[src/rtl/imuldiv_mul_arbiter_if.sv]
// Request/response channel between a multiply requester (master) and its server (slave).
// Carries two operands on the request side and the double-width product on the response side.
interface imuldiv_mul_arbiter_if #(
    parameter int DATA_W = 32
);
    logic [DATA_W-1:0]   msg_a;
    logic [DATA_W-1:0]   msg_b;
    logic                req_val;
    logic                req_rdy;
    logic [2*DATA_W-1:0] msg_result;
    logic                resp_val;
    logic                resp_rdy;

    modport master (
        output msg_a, msg_b, req_val, resp_rdy,
        input  req_rdy, msg_result, resp_val
    );

    modport slave (
        input  msg_a, msg_b, req_val, resp_rdy,
        output req_rdy, msg_result, resp_val
    );
endinterface

[src/rtl/imuldiv_mul_arbiter.sv]
// Round-robin arbiter sharing one iterative multiply unit between two requesters, one transaction in flight.
// Optional macro IMULDIV_ARB_ZERO_BYPASS_EN: zero operands skip the unit and answer 0 directly.
module imuldiv_mul_arbiter #(
    parameter int DATA_W = 32
) (
    input  logic                  clk,
    input  logic                  reset,
    imuldiv_mul_arbiter_if.slave  req0,
    imuldiv_mul_arbiter_if.slave  req1,
    imuldiv_mul_arbiter_if.master mul
);
    typedef enum logic [1:0] {IDLE, ISSUE, WAIT, RESP} state_t;

    state_t              state_q, state_d;
    logic                last_grant_q, last_grant_d;
    logic                owner_q, owner_d;
    logic [DATA_W-1:0]   a_q, a_d;
    logic [DATA_W-1:0]   b_q, b_d;
    logic [2*DATA_W-1:0] result_q, result_d;

    logic                grant;
    logic                accept;
    logic                owner_rdy;
    logic [DATA_W-1:0]   acc_a;
    logic [DATA_W-1:0]   acc_b;

    // A lone requester always wins; a tie goes to the port that did not finish last.
    always_comb begin
        if (req0.req_val && req1.req_val) grant = ~last_grant_q;
        else                              grant = req1.req_val;
        accept    = (state_q == IDLE) && !reset && (req0.req_val || req1.req_val);
        acc_a     = grant ? req1.msg_a : req0.msg_a;
        acc_b     = grant ? req1.msg_b : req0.msg_b;
        owner_rdy = owner_q ? req1.resp_rdy : req0.resp_rdy;
    end

    always_comb begin
        state_d      = state_q;
        last_grant_d = last_grant_q;
        owner_d      = owner_q;
        a_d          = a_q;
        b_d          = b_q;
        result_d     = result_q;
        case (state_q)
            IDLE: begin
                if (accept) begin
                    a_d     = acc_a;
                    b_d     = acc_b;
                    owner_d = grant;
                    state_d = ISSUE;
`ifdef IMULDIV_ARB_ZERO_BYPASS_EN
                    if (acc_a == '0 || acc_b == '0) begin
                        result_d = '0;
                        state_d  = RESP;
                    end
`endif
                end
            end
            ISSUE: begin
                if (mul.req_rdy) state_d = WAIT;
            end
            WAIT: begin
                if (mul.resp_val) begin
                    result_d = mul.msg_result;
                    state_d  = RESP;
                end
            end
            RESP: begin
                if (owner_rdy) begin
                    last_grant_d = owner_q;
                    state_d      = IDLE;
                end
            end
            default: state_d = IDLE;
        endcase
    end

    always_ff @(posedge clk) begin
        if (reset) begin
            state_q      <= IDLE;
            last_grant_q <= 1'b1;
            owner_q      <= 1'b0;
            a_q          <= '0;
            b_q          <= '0;
            result_q     <= '0;
        end else begin
            state_q      <= state_d;
            last_grant_q <= last_grant_d;
            owner_q      <= owner_d;
            a_q          <= a_d;
            b_q          <= b_d;
            result_q     <= result_d;
        end
    end

    // Handshake outputs are forced low while reset is high, even mid-transaction.
    assign req0.req_rdy     = accept && !grant;
    assign req1.req_rdy     = accept && grant;
    assign mul.req_val      = !reset && (state_q == ISSUE);
    assign mul.msg_a        = a_q;
    assign mul.msg_b        = b_q;
    assign mul.resp_rdy     = !reset && (state_q == WAIT);
    assign req0.resp_val    = !reset && (state_q == RESP) && !owner_q;
    assign req1.resp_val    = !reset && (state_q == RESP) && owner_q;
    assign req0.msg_result  = reset ? '0 : result_q;
    assign req1.msg_result  = reset ? '0 : result_q;
endmodule

[src/flat_wrapper.sv]
// flat-port wrapper written by rule: the top's interface ports become plain ports
module imuldiv_mul_arbiter_flat 
#(
    parameter int DATA_W = 32
)
  (clk, reset, req0_msg_a, req0_msg_b, req0_req_val, req0_resp_rdy, req0_req_rdy, req0_msg_result, req0_resp_val, req1_msg_a, req1_msg_b, req1_req_val, req1_resp_rdy, req1_req_rdy, req1_msg_result, req1_resp_val, mul_msg_a, mul_msg_b, mul_req_val, mul_resp_rdy, mul_req_rdy, mul_msg_result, mul_resp_val);
  imuldiv_mul_arbiter_if #(.DATA_W(DATA_W)) req0_i ();
  imuldiv_mul_arbiter_if #(.DATA_W(DATA_W)) req1_i ();
  imuldiv_mul_arbiter_if #(.DATA_W(DATA_W)) mul_i ();
  input  logic clk;
  input  logic reset;
  input wire logic [$bits(req0_i.msg_a)-1:0] req0_msg_a;
  input wire logic [$bits(req0_i.msg_b)-1:0] req0_msg_b;
  input wire logic [$bits(req0_i.req_val)-1:0] req0_req_val;
  input wire logic [$bits(req0_i.resp_rdy)-1:0] req0_resp_rdy;
  output wire logic [$bits(req0_i.req_rdy)-1:0] req0_req_rdy;
  output wire logic [$bits(req0_i.msg_result)-1:0] req0_msg_result;
  output wire logic [$bits(req0_i.resp_val)-1:0] req0_resp_val;
  input wire logic [$bits(req1_i.msg_a)-1:0] req1_msg_a;
  input wire logic [$bits(req1_i.msg_b)-1:0] req1_msg_b;
  input wire logic [$bits(req1_i.req_val)-1:0] req1_req_val;
  input wire logic [$bits(req1_i.resp_rdy)-1:0] req1_resp_rdy;
  output wire logic [$bits(req1_i.req_rdy)-1:0] req1_req_rdy;
  output wire logic [$bits(req1_i.msg_result)-1:0] req1_msg_result;
  output wire logic [$bits(req1_i.resp_val)-1:0] req1_resp_val;
  output wire logic [$bits(mul_i.msg_a)-1:0] mul_msg_a;
  output wire logic [$bits(mul_i.msg_b)-1:0] mul_msg_b;
  output wire logic [$bits(mul_i.req_val)-1:0] mul_req_val;
  output wire logic [$bits(mul_i.resp_rdy)-1:0] mul_resp_rdy;
  input wire logic [$bits(mul_i.req_rdy)-1:0] mul_req_rdy;
  input wire logic [$bits(mul_i.msg_result)-1:0] mul_msg_result;
  input wire logic [$bits(mul_i.resp_val)-1:0] mul_resp_val;
  assign req0_i.msg_a = req0_msg_a;
  assign req0_i.msg_b = req0_msg_b;
  assign req0_i.req_val = req0_req_val;
  assign req0_i.resp_rdy = req0_resp_rdy;
  assign req0_req_rdy = req0_i.req_rdy;
  assign req0_msg_result = req0_i.msg_result;
  assign req0_resp_val = req0_i.resp_val;
  assign req1_i.msg_a = req1_msg_a;
  assign req1_i.msg_b = req1_msg_b;
  assign req1_i.req_val = req1_req_val;
  assign req1_i.resp_rdy = req1_resp_rdy;
  assign req1_req_rdy = req1_i.req_rdy;
  assign req1_msg_result = req1_i.msg_result;
  assign req1_resp_val = req1_i.resp_val;
  assign mul_msg_a = mul_i.msg_a;
  assign mul_msg_b = mul_i.msg_b;
  assign mul_req_val = mul_i.req_val;
  assign mul_resp_rdy = mul_i.resp_rdy;
  assign mul_i.req_rdy = mul_req_rdy;
  assign mul_i.msg_result = mul_msg_result;
  assign mul_i.resp_val = mul_resp_val;
  imuldiv_mul_arbiter #(.DATA_W(DATA_W)) u_core (.clk(clk), .reset(reset), .req0(req0_i), .req1(req1_i), .mul(mul_i));
endmodule
[config.mk]
export PLATFORM = sky130hd
export DESIGN_NAME = imuldiv_mul_arbiter_flat
export DESIGN_NICKNAME = d
export VERILOG_FILES = /design/src/rtl/imuldiv_mul_arbiter_if.sv /design/src/rtl/imuldiv_mul_arbiter.sv /design/src/flat_wrapper.sv
export SDC_FILE = /design/constraint.sdc
export NUM_CORES = 1
export LEC_CHECK = 0
export CELL_PAD_IN_SITES_DETAIL_PLACEMENT = 2
export CELL_PAD_IN_SITES_GLOBAL_PLACEMENT = 2
export CORE_UTILIZATION = 17
export CTS_BUF_LIST = sky130_fd_sc_hd__clkbuf_4 sky130_fd_sc_hd__clkbuf_8
export CTS_CLUSTER_DIAMETER = 40
export DETAILED_ROUTE_END_ITERATION = 6
export GPL_ROUTABILITY_DRIVEN = 1
export PLACE_DENSITY = 0.9
export SLEW_MARGIN = 20
export SYNTH_ARGS = -nofsm -noshare
export SYNTH_HDL_FRONTEND = slang
export SYNTH_SLANG_ARGS = --single-unit
[constraint.sdc]
create_clock -name clk -period 1.7 [get_ports clk]
set_input_delay 0.51 -clock clk [delete_from_list [all_inputs] [get_ports clk]]
set_output_delay 0.51 -clock clk [all_outputs]
set_load 0.01 [all_outputs]
# Word-level counts from Yosys, hierarchy flattened
# Index checks and enable logic that the tools add are counted.
# totals
output_inout_bits	198
input_bits	200
register_bits	132
wordCells	43
# op_classes
n_bitwise	1
muxes	10
eq_ne	7
n_reduce_logical	19
# op_table
operator	n
$mux 32	2
$mux 64	1
$logic_and 1x1->1	10
$mux 2	4
$pmux 2 s4	1
$reduce_and 2->1	3
$eq 2x2->1 const B	2
$ne 2x1->1 const B	2
$ne 2x2->1 const B	2
$reduce_and 4->1	1
$logic_not 1->1	3
$eq 2x1->1 const B	1
$logic_not 2->1	1
$mux 1	2
$logic_or 1x1->1	1
$not 1->1	1

# Logic depth before layout (Yosys ltp)
# logic_depth
depth_word	5
ltp_mapped	8
depth_no_buf	6

# Worst setup path before layout
# No wires, ideal clock.
# synth_path
path_kind	flip-flop to flip-flop
start	register u_core.state_q[0]
end	register u_core.a_q[10], in the netlist u_core.mul.msg_a[10]
period_less_slack_ns	1.774
stages_incl_launch_ff	9
arrival_time_ns	1.646
path_buffers	2
required_time_ns	1.572
setup_time_ns	0.128
setup_slack_ns	-0.074
path_cell_list	dfxtp_1 > inv_1 > ha_1 > nor2b_1 > and3_1 > buf_2 > buf_2 > a222oi_1 > nor2_1
# synth_between
elab_chain_len	4
# synth_lines
element	line_no	rtl
from (decl)	imuldiv_mul_arbiter.sv:14	state_t state_q, state_d;
from (signal assigned)	imuldiv_mul_arbiter.sv:87	state_q <= state_d;
$logic_not 2->1 *	imuldiv_mul_arbiter.sv:31, imuldiv_mul_arbiter.sv:44	
$logic_and 1x1->1 (2 in a row)	imuldiv_mul_arbiter.sv:31	accept = (state_q == IDLE) && !reset && (req0.req_val || req1.req_val);
$reduce_and 2->1 (no source line) *	--	
to (signal assigned)	imuldiv_mul_arbiter.sv:83	a_q <= '0;
to (signal assigned)	imuldiv_mul_arbiter.sv:90	a_q <= a_d;
to (decl)	imuldiv_mul_arbiter.sv:17	logic [DATA_W-1:0] a_q, a_d;
# Every way passes the cells marked *; elsewhere a longest branch is shown, timed or not.
# A chain may end at the register's enable or synchronous reset.

# Worst setup path after layout
# layout_path
start	register u_core.state_q[1]
end	output mul_req_val
# layout_between
elab_chain_len	2
# layout_lines
element	line_no	rtl
$eq 2x1->1	imuldiv_mul_arbiter.sv:99	assign mul.req_val = !reset && (state_q == ISSUE);
$logic_and 1x1->1	imuldiv_mul_arbiter.sv:99	
to (decl)	flat_wrapper.sv:28	output wire logic [$bits(mul_i.req_val)-1:0] mul_req_val;
# Every way passes these cells.

==> out/results.tsv <==
metric	value	unit
rsz0062_at_grt	true	
fin_cells	1539	
hold_class	in2reg	
critPathLaunch	u_core.state_q[1]	
root_buffer	clkbuf_8	
path_buf_inv	4	
clock_latency	450	ps
synth-async-reset-ratio	0	%
power_switching	3.97	mW
vdd_drop_max	0.501	mV
cts.htree.levels	4	
fin_skew	13.6	ps
power.total	11.7	mW
overflow	0	
wl	35600	um
status	finished with violations	
n_fill_cell	3541	
cts.sink_count	132	
die_area	0.0341	mm^2
end_kind	output port	
final_nets	1288	
yosysWarnings	0	
critPathTopFamily	buffers and inverters	
synth-seq-cells	132	
drt_iter0_markers	501	
synth_edf_count	0	
crit_chain	inv_2 -> buf_4 -> buf_6 -> ha_4 -> nor2b_1 -> buf_2	
drc	0	
gp_congestion	0.758	
netlist.area_leader.share	46.6	%
n_antenna_cell	0	
final_max_slew_viol_count	0	
relSlewSlack	72.0	%
antenna_found_initial	1	
layout_min_cycle_time	1990	ps
pwr-share-clk	25.8	%
cts_buffers	17	
crit_arrival	1480	ps
grt_pass1_wl	46000	um
hpwl	21100	um
setup_ws	-287	ps
min_from	reset	
synth_nets	876	
start_util	17.3	%
die_x	185	um
fp.dieH	185	um
slowest_stage	dfxtp_2	
setup_viol	149	
dp_cells	1449	
tritoncts	done	
first_pass_iters	6	
yosys.area_share.xor_xnor	0	%
power.leakage	4.89	nW
synthMuxAreaShare	0.177	%
antenna_left	0	
synth_compound_area_share	18.2	%
p_seq_share	33.0	%
finalCritPeriodShare	117	%
p_int	7.69	mW
netlist_area	0.00567	mm^2
worst-setup-path-type	reg2out	
worst_pin_slew	419	ps
violations	setup timing	
seq_area_frac_synth	46.6	%
syn_to_final_growth	112	%
cap_violations	0	
via_count	6936	
grt_max_degree	65	
yosys-top-cells-count	132 x dfxtp_1, 132 x nand2_1, 68 x a21oi_1	
grt.total_usage	18.4	%
synthFlopType	dfxtp_1	
synth_top_family_by_area	simple AND/OR/NAND/NOR gates	
timing.rr.start	u_core.state_q[0]	
drive_above_1_share	36.2	%
fmax	503	MHz
yosys.area_share.simple	21.4	%
via_per_inst	4.51	
ys_types	25	
powerDensity	970	mW/mm^2
synthAdderAreaFrac	0.883	%
std_cell_rows	66	
ios	398	
synthTopCellsByArea	dfxtp_1 47%, a222oi_1 11%, nand2_1 8.7%	
switching_share	34.1	%
cts_buffer_depth	2	
core	0.0327	mm^2
clkSlewWorstSetupHoldPaths	80	ps
synth_top_area_cell	dfxtp_1	
ctsHoldBuffers	0	
hold_viol	0	
path_max_fanout	2	
syn_avg_cell_area	8.43	um^2
worst_setup_path_start_kind	flop	
p_comb_share	41.2	%
cp_data_required_time	1190	ps
grt_pass1_vias	7329	
syn-instance-count	672	
port_buffers	397	
routedWlPerCell	23.1	um
max_stage_delay	340	ps
timing repair:
item                                    in CTS  in global routing
endpoints found under the setup margin     263                166
endpoints found under the hold margin        0                  0
resized for setup                          834                 79
cloned                                      15                  9
pin swaps                                   18                 24
buffers inserted                            27                 15
registers in the layout (all words and copies together), names as in the netlist:
signal               count
u_core.last_grant_q      1
u_core.mul.msg_a        32
u_core.mul.msg_b        32
u_core.owner_q           1
u_core.result_q         64
u_core.state_q           2
kinds of logic (layout without fill, tap and decap cells):
group                    Yosys count  count (layout)
AND/OR/NAND/NOR                  273             273
multiplexers                       1               1
adder cells (fa/ha/maj)            4               4
AO/OA/AOI/OAI                    139             139
buffers and inverters            123             548
flip-flops                       132             132
worst reg2reg max path, stage by stage, from the launching register on:
cell      delay (ps)
dfxtp_2          350
inv_2             50
ha_4             150
nor2b_4          130
and3_4           190
buf_6            110
buf_12           150
buf_16           160
a222oi_1         400
nor2_1           110
area by class of cell:
cell class / instances / area [um^2] / share of cell area [%]
inverters: 4 / 15.0 / 0.125
repair buffers: 512 / 5450 / 45.3
multi-input cells: 417 / 2900 / 24.1
clock buffers: 20 / 275 / 2.29
flip-flops and latches: 132 / 2680 / 22.3
clock inverters: 12 / 154 / 1.28
well taps: 442 / 553 / 4.60
placed cells by master (no fill, tap or decap), drive strengths merged:
master and n:
a211oi 1, a21o 1, a21oi 68, a222oi 65, a32oi 1, and2 1
and3 2, and3b 1, buf 233, bufbuf 2, bufinv 3, clkbuf 30
clkdlybuf4s15 11, clkdlybuf4s50 198, clkinv 3, clkinvlp 6, dfxtp 132, dlygate4sd2 58
ha 4, inv 4, mux2i 1, nand2 132, nand2b 1, nand3 1
nor2 67, nor2b 67, nor3b 1, o21ai 2, o21bai 1
worst paths after layout:
kind                          end  slack (ps)  cells past startpoint
max                   mul_req_val        -290                      6
min           u_core.result_q[51]         260                      2
max reg2reg  u_core.mul.msg_b[10]        -210                      9
min reg2reg   u_core.result_q[42]         460                      2
stage by stage:
stage	area, um^2	utilization (%)	hold WS [ps]	setup WS [ps]	setup TNS (ps)
CTS	11400	34.8	223	-351	-13650
detailed placement	10100	30.8	445	-730	-112270
global route	12000	36.8	218	-372	-21370
global placement	10100	30.8	435	-599	-99620
floorplan	5730	-	432	-60.0	-2330
finish	12000	36.8	265	-287	-12440
layer usage:
metal,vias up,wire length [um],GRT usage [%]
met3,37,1470,2.90
met4,2,634,5.80
met2,251,19200,34.4
met1,3538,14300,21.0
li1,3108,-,-
met5,-,17,0
power groups by stage:
stage / sequential, mW / clock (mW) / combinational (mW)
after floorplan: 3.93 / 0 / 1.54
after global placement: 3.83 / 0 / 3.61
after detailed placement: 3.87 / 0 / 3.77
after CTS: 3.83 / 3.14 / 4.22
after global routing: 3.89 / 3.23 / 5.08
final: 3.85 / 3.01 / 4.80
No activity file was read; power rests on OpenSTA's default activity.
